### src/rtl/multicycle_ctrl.sv
// multicycle_ctrl: FETCH/DECODE/EXEC/MEM/WB sequencer for the multi-cycle MIPS datapath (optional counters: MULTICYCLE_CTRL_PERF_EN)
module multicycle_ctrl #(
  parameter logic [2:0] RESET_STATE = 3'd0
) (
  input  logic        clk,
  input  logic        reset,
  input  logic [5:0]  instrCode_in,
  input  logic        zero_in,
  input  logic        mem_ack_in,
  output logic        mem_req_out,
  output logic        mem_we_out,
  output logic        pcWrite_out,
  output logic        irWrite_out,
  output logic        regWrite_out,
  output logic [1:0]  pcSrc_out,
  output logic [1:0]  regDst_out,
  output logic [1:0]  memToReg_out,
  output logic        aluSrc_out,
  output logic        extOp_out,
  output logic [2:0]  aluOp_out,
  output logic [2:0]  state_out,
  output logic        done_out,
  output logic [31:0] cycle_cnt_out,
  output logic [31:0] retire_cnt_out
);
  localparam logic [2:0] S_FETCH  = 3'd0;
  localparam logic [2:0] S_DECODE = 3'd1;
  localparam logic [2:0] S_EXEC   = 3'd2;
  localparam logic [2:0] S_MEM    = 3'd3;
  localparam logic [2:0] S_WB     = 3'd4;
  localparam logic [5:0] I_ADDU = 6'd1;
  localparam logic [5:0] I_SUBU = 6'd2;
  localparam logic [5:0] I_JR   = 6'd3;
  localparam logic [5:0] I_SLL  = 6'd4;
  localparam logic [5:0] I_ORI  = 6'd5;
  localparam logic [5:0] I_LW   = 6'd6;
  localparam logic [5:0] I_SW   = 6'd7;
  localparam logic [5:0] I_BEQ  = 6'd8;
  localparam logic [5:0] I_LUI  = 6'd9;
  localparam logic [5:0] I_JAL  = 6'd10;
  logic [2:0] r_state;
  logic [2:0] w_next;
  logic       w_ack;
  logic       w_addu, w_subu, w_jr, w_sll, w_ori, w_lw, w_sw, w_beq, w_lui, w_jal;
  logic       w_known;
  logic [2:0] w_alu_op;
  logic       w_alu_src, w_ext;
  // an ack seen while reset is high must not open any write enable
  assign w_ack   = mem_ack_in & ~reset;
  assign w_addu  = instrCode_in == I_ADDU;
  assign w_subu  = instrCode_in == I_SUBU;
  assign w_jr    = instrCode_in == I_JR;
  assign w_sll   = instrCode_in == I_SLL;
  assign w_ori   = instrCode_in == I_ORI;
  assign w_lw    = instrCode_in == I_LW;
  assign w_sw    = instrCode_in == I_SW;
  assign w_beq   = instrCode_in == I_BEQ;
  assign w_lui   = instrCode_in == I_LUI;
  assign w_jal   = instrCode_in == I_JAL;
  assign w_known = w_addu | w_subu | w_sll | w_ori | w_lw | w_sw | w_beq | w_lui;
  assign w_alu_op  = (w_subu | w_beq) ? 3'd1 : w_ori ? 3'd2 : w_lui ? 3'd3 : w_sll ? 3'd4 : 3'd0;
  assign w_alu_src = w_lw | w_sw | w_ori | w_lui;
  assign w_ext     = w_lw | w_sw;
  assign state_out = r_state;
  // state register, forced to FETCH asynchronously
  always_ff @(posedge clk or posedge reset)
    if (reset) r_state <= RESET_STATE;
    else       r_state <= w_next;
  // per-state control decode and next-state selection
  always_comb begin
    w_next       = S_FETCH;
    mem_req_out  = 1'b0;
    mem_we_out   = 1'b0;
    pcWrite_out  = 1'b0;
    irWrite_out  = 1'b0;
    regWrite_out = 1'b0;
    pcSrc_out    = 2'd0;
    regDst_out   = 2'd0;
    memToReg_out = 2'd0;
    aluSrc_out   = 1'b0;
    extOp_out    = 1'b0;
    aluOp_out    = 3'd0;
    done_out     = 1'b0;
    case (r_state)
      S_FETCH: begin
        mem_req_out = 1'b1;
        irWrite_out = w_ack;
        pcWrite_out = w_ack;
        w_next      = w_ack ? S_DECODE : S_FETCH;
      end
      S_DECODE: begin
        pcWrite_out  = w_jal | w_jr;
        pcSrc_out    = w_jal ? 2'd2 : w_jr ? 2'd3 : 2'd0;
        regWrite_out = w_jal;
        regDst_out   = w_jal ? 2'd2 : 2'd0;
        memToReg_out = w_jal ? 2'd2 : 2'd0;
        done_out     = ~w_known;
        w_next       = w_known ? S_EXEC : S_FETCH;
      end
      S_EXEC: begin
        aluOp_out   = w_alu_op;
        aluSrc_out  = w_alu_src;
        extOp_out   = w_ext;
        pcWrite_out = w_beq & zero_in;
        pcSrc_out   = w_beq ? 2'd1 : 2'd0;
        done_out    = w_beq;
        w_next      = w_beq ? S_FETCH : (w_lw | w_sw) ? S_MEM : S_WB;
      end
      S_MEM: begin
        aluOp_out   = w_alu_op;
        aluSrc_out  = w_alu_src;
        extOp_out   = w_ext;
        mem_req_out = 1'b1;
        mem_we_out  = w_sw;
        done_out    = w_ack & w_sw;
        w_next      = ~w_ack ? S_MEM : w_sw ? S_FETCH : S_WB;
      end
      S_WB: begin
        aluOp_out    = w_alu_op;
        aluSrc_out   = w_alu_src;
        extOp_out    = w_ext;
        regWrite_out = 1'b1;
        regDst_out   = (w_addu | w_subu | w_sll) ? 2'd1 : 2'd0;
        memToReg_out = w_lw ? 2'd1 : 2'd0;
        done_out     = 1'b1;
      end
      default: w_next = S_FETCH;
    endcase
  end
`ifdef MULTICYCLE_CTRL_PERF_EN
  logic [31:0] r_cycle_cnt, r_retire_cnt;
  // free-running cycle and retirement counters, wrapping at 2^32
  always_ff @(posedge clk or posedge reset)
    if (reset) begin
      r_cycle_cnt  <= 32'd0;
      r_retire_cnt <= 32'd0;
    end else begin
      r_cycle_cnt  <= r_cycle_cnt + 32'd1;
      r_retire_cnt <= r_retire_cnt + {31'd0, done_out};
    end
  assign cycle_cnt_out  = r_cycle_cnt;
  assign retire_cnt_out = r_retire_cnt;
`else
  assign cycle_cnt_out  = 32'd0;
  assign retire_cnt_out = 32'd0;
`endif
endmodule

### config.mk
export PLATFORM = sky130hd
export DESIGN_NAME = multicycle_ctrl
export DESIGN_NICKNAME = d
export VERILOG_FILES = /design/src/rtl/multicycle_ctrl.sv
export SDC_FILE = /design/constraint.sdc
export NUM_CORES = 1
export LEC_CHECK = 0
export CORE_AREA = 2 2 75 48
export CTS_CLUSTER_DIAMETER = 150
export CTS_CLUSTER_SIZE = 25
export DETAILED_ROUTE_END_ITERATION = 6
export DIE_AREA = 0 0 77 50
export PLACE_DENSITY_LB_ADDON = 0.05
export SETUP_SLACK_MARGIN = 0.2
export SLEW_MARGIN = 20
export SYNTH_ARGS = -nofsm -noshare
export SYNTH_HDL_FRONTEND = slang
export SYNTH_SLANG_ARGS = --single-unit
### constraint.sdc
create_clock -name clk -period 4.7 [get_ports clk]
set_input_delay 1.41 -clock clk [delete_from_list [all_inputs] [get_ports clk]]
set_output_delay 1.41 -clock clk [all_outputs]
set_load 0.03 [all_outputs]
# Word level (Yosys, flattened, before mapping)
# Index checks and enable logic that the tools add are counted.
totals:
  ff_bits: 3
  in_bits: 10
  out_inout_bits: 84
  elab_cells: 64
classes:
  n_eq_ne: 14
  muxes: 29
  n_bitwise: 17
  n_reduce_logical: 3
ops:
  columns: ["operator", "n"]
  rows:
  - ["two-way mux 3 bit", 9]
  - ["== test 6 x 3 -> 1 bit (second input constant)", 4]
  - ["== test 6 x 4 -> 1 bit (second input constant)", 3]
  - ["== test 6 x 2 -> 1 bit (second input constant)", 2]
  - ["bitwise OR 1 bit", 12]
  - ["case mux 2 bit (2 select lines)", 3]
  - ["case mux 3 bit (4 select lines)", 1]
  - ["two-way mux 1 bit", 9]
  - ["two-way mux 2 bit", 4]
  - ["== test 3 x 2 -> 1 bit (second input constant)", 2]
  - ["== test 6 x 1 -> 1 bit (second input constant)", 1]
  - ["case mux 1 bit (4 select lines)", 1]
  - ["bitwise AND 1 bit", 3]
  - ["== test 3 x 1 -> 1 bit (second input constant)", 1]
  - ["== test 3 bit (second input constant)", 1]
  - ["zero test 3 bit", 1]
  - ["case mux 1 bit (3 select lines)", 1]
  - ["OR reduction 3 bit", 1]
  - ["NOT 1 bit", 2]
  - ["case mux 1 bit (2 select lines)", 1]
  - ["OR reduction 2 bit", 1]

# Logic depth before layout (Yosys ltp)
logic_depth:
  ltp_word: 10
  mapped_depth: 5
  ltp_nobuf: 4

# Worst setup path before layout
# Ideal clock, no wire load.
synth_timing:
  path_kind: "in2out"
  start: "input port reset"
  end: "output port pcWrite_out"
  arrival_time_ps: 2946
  setup_slack_ps: 344
  cell_stages: 4
  path_cell_list: "inv_1 > nand2_1 > nor4_1 > or3_1"
synth_between:
  elab_chain_cells: 3
synth_lines:
  columns: ["element", "line_no", "rtl"]
  rows:
  - ["from (decl)", "6", "input logic reset,"]
  - ["NOT 1 bit", "49", "assign w_ack = mem_ack_in & ~reset;"]
  - ["bitwise AND 1 bit", "49", null]
  - ["case mux 1 bit (3 select lines)", "84", "case (r_state)"]
  - ["to (decl)", "12", "output logic pcWrite_out,"]
# No other way between the ends.

# Final worst setup path
layout_timing:
  start: "input port instrCode_in[5]"
  end: "output port pcWrite_out"
layout_between:
  elab_chain_cells: 3
layout_lines:
  columns: ["element", "line_no", "rtl"]
  rows:
  - ["from (decl)", "7", "input logic [5:0] instrCode_in,"]
  - ["== test 6 x 4 -> 1 bit (tied with other cells)", "57", "assign w_beq = instrCode_in == I_BEQ;"]
  - ["bitwise AND 1 bit or bitwise OR 1 bit (tied branches)", "104, 92", null]
  - ["case mux 1 bit (3 select lines) (*)", "84", null]
# Every way passes the cells marked *; elsewhere a longest branch is shown, timed or not.

==> run_results.csv <==
group,metric,value,unit
clock_tree,clk_latency,210,ps
setup_path,worstPathArrival,2980,ps
setup_path,r2r_slack,3190,ps
finish,final_util,37.3,%
yosys,syn_avg_cell_area,7.32,sq um
finish,design_area,1180,sq um
drt,initialDrtViolationCount,32,
clock_tree,tritoncts,"built",
die,initial_utilization,32.6,%
finish,largest_reg_flops,3,
global_routing,use_met2,14.0,%
clock_tree,cts_root_buf,"clkbuf_8",
setup_path,cp_data_required_time,3290,ps
job,max_cap_viol_count,0,
place,gp_congestion,0.714,
yosys,synth-seq-cells,3,
setup_path,worstPathMaxFanout,7,
outcome,outcome,"finished clean",
setup_path,path_class,"input port to primary output",
yosys,yosys-top-cells-area,"buf_4 (47%), dfrtp_1 (7.3%), o21ai_0 (3.4%)",
clock_tree,ctsLongestPathBuffers,2,
drt,vias,825,
yosys,syn-cell-area,1030,sq um
finish,nets,185,
clock_tree,htreeDepth,1,
sta,tightestPinTransition,586,ps
setup_path,r2r-end,"state_out[1]",
place,io_buffers,29,
setup_path,crit_start,"instrCode_in[5]",
yosys,syn_inst,141,
finish,drive_above_1_share,19.0,%
drt,wirelength,2010,um
yosys,synth_top_area_share,47.3,%
setup_path,crit_chain,"clkdlybuf4s50_1 > nor2_8 > nand4b_1 > nor2_1 > or3_1 > dlygate4sd2_1",
setup_path,r2r_start,"state_out[0]",
yosys,synth_compound_area_share,12.7,%
global_routing,grt_overflow,0,
place,dpl_worst_slack,50.0,ps
yosys,synth-adder-area-share,0,%
yosys,synth_top_family_by_area,"buffers and inverters",
global_routing,antenna_found_initial,0,
yosys,yosysUniqueCellTypes,32,
sta,tns,0,ps
min_path,holdPathEnd,"state_out[0]",
sta,setup_ws,307,ps
sta,layout_min_cycle_time,4390,ps
min_path,hold_start,"state_out[1]",
die,die_w,77,um
sta,finalHoldViolCount,0,
finish,antenna_cells,0,
die,dieArea,3850,sq um
global_routing,grt_max_degree,12,
die,rows,16,
drt,detail-route-antenna-nets,0,
sta,rsz0062_at_grt,"false",
die,io_pins,94,
yosys,synth.area.mux_share,2.18,%
min_path,min_path_cells,1,
clock_tree,cts.sinks,3,
sta,maxSlewViolCount,0,
sta,min_period_over_period,93.5,%
setup_path,critPathMaxStageDelay,590,ps
global_routing,met3_usage,2.75,%
global_routing,grt.total_usage,9.41,%
pwr,power,0.237,mW
place,detailed_place_hpwl,1730,um
clock_tree,cts_inserted_buffers,3,
setup_path,end_kind,"primary output",
drt,drc_errors,0,
place,dp_cells,215,
die,die_h,50,um
sta,final-setup-viol-count,0,
global_routing,grt_pass1_wl,2930,um
min_path,worstHoldPathType,"flip-flop to flip-flop",
finish,syn_to_final_growth,14.2,%
global_routing,grt_pass1_vias,613,
finish,layout.cells.non_filler,219,
global_routing,busiest_layer,"met2",
sta,hold_ws,650,ps
setup_path,reg2reg_depth,3,
yosys,synth-simple-area-share,22.7,%
pwr,p_per_area,201,nW/um^2
pwr,peakVddDrop,0.000134,V
sta,fmax,0.228,GHz
drt,wire_per_inst,9.19,um
global_routing,grt_use_met1,13.8,%
clock_tree,cts_hold_buffers,0,
setup_path,critPathLaunchType,"input port",
sta,fin_skew,2.96,ps
die,core,3160,sq um
yosys,ys_warn_count,0,
drt,detail_route.first_pass.iterations,4,
sta,slew_headroom,60.8,%
pwr,power_leakage,0.624,nW
drt,via_per_inst,3.77,
place,dpl_cell_area,1120,sq um
yosys,synth_xor_area_share,2.55,%
clock_tree,clk_pin_slew,30,ps
setup_path,crit_slowest_cell,"clkdlybuf4s50_1",
yosys,yosysSeqAreaShare,7.27,%
yosys,synth_largest_area_cell,"buf_4",
placed cells by master, fill, tap and decap left out, drive strengths merged:
| master | Yosys | routed |
|---|---|---|
| a2111oi | 1 | 1 |
| a211o | 1 | 1 |
| a21oi | 5 | 5 |
| a31oi | 1 | 1 |
| buf | 71 | 20 |
| clkbuf | 0 | 4 |
| clkdlybuf4s50 | 0 | 13 |
| conb | 1 | 64 |
| dfrtp | 3 | 3 |
| dlygate4sd2 | 0 | 3 |
| dlymetal6s2s | 0 | 1 |
| inv | 4 | 4 |
| mux2 | 2 | 2 |
| nand2 | 6 | 6 |
| nand2b | 4 | 4 |
| nand3 | 4 | 4 |
| nand4 | 1 | 1 |
| nand4b | 1 | 1 |
| nor2 | 5 | 5 |
| nor2b | 3 | 3 |
| nor3 | 6 | 6 |
| nor3b | 2 | 2 |
| nor4 | 3 | 3 |
| o211ai | 1 | 1 |
| o21ai | 7 | 7 |
| o22ai | 1 | 1 |
| o31ai | 2 | 2 |
| or3 | 2 | 2 |
| or3b | 1 | 1 |
| xnor2 | 1 | 1 |
| xor2 | 2 | 2 |
timing repair:
item,4_1_cts,5_1_grt
endpoints found under the setup margin,4,2
gates resized for setup,5,2
buffers inserted,0,0
power by group:
part	total [mW]	switching (mW)	leakage [nW]	internal, mW
sequential	0.0305	0.00323	0.0406	0.0273
clock	0.0722	0.0146	0.0228	0.0576
combinational	0.134	0.104	0.561	0.0297
logic make-up after synthesis:
kind of cell	count (synthesis)
simple gates	38
compound gates	19
mux	2
flops	3
xor+xnor	3
buf+inv	75
other cells	1
worst max-delay path: cells and delay by family:
kind / cells / cell delay (ps)
buf+inv: 2 / 950
simple gates: 4 / 630
how the worst max path moves through the flow:
stage,end,cells after the start
final,pcWrite_out,6
after global routing,done_out,7
after CTS,irWrite_out,5
after detailed placement,pcWrite_out,6
after global placement,pcWrite_out,6
after floorplan,pcWrite_out,4
layer usage:
layer | up-vias | part of all wire, %
met5 | - | 0
met4 | 0 | 0
met3 | 0 | 11
met2 | 60 | 40
met1 | 354 | 48
li1 | 411 | -
layout make-up:
type                    instances  area [sq um]
clock buffers                   4          45.0
inverters                       4          15.0
fillers                       332          1980
flip-flops and latches          3          75.1
well taps                      45          56.3
repair buffers                 37           319
multi-input cells             126           668
synthesized netlist by cell type:
master     count
conb_1         1
nand4b_1       1
o21ai_0        7
nor2b_1        3
nor2_1         4
nor3b_1        2
a31oi_1        1
dfrtp_1        3
inv_1          4
o31ai_1        2
or3b_4         1
nand2b_1       4
nand4_1        1
nand2_2        1
nor4_1         3
nor2_8         1
o22ai_1        1
mux2_2         2
nand2_4        1
a2111oi_4      1
buf_4         65
xor2_1         2
o211ai_1       1
nor3_1         6
buf_2          5
nand3_1        4
xnor2_1        1
a21oi_1        5
buf_6          1
or3_1          2
nand2_1        4
a211o_1        1
Power figures use the tool's default switching activity.
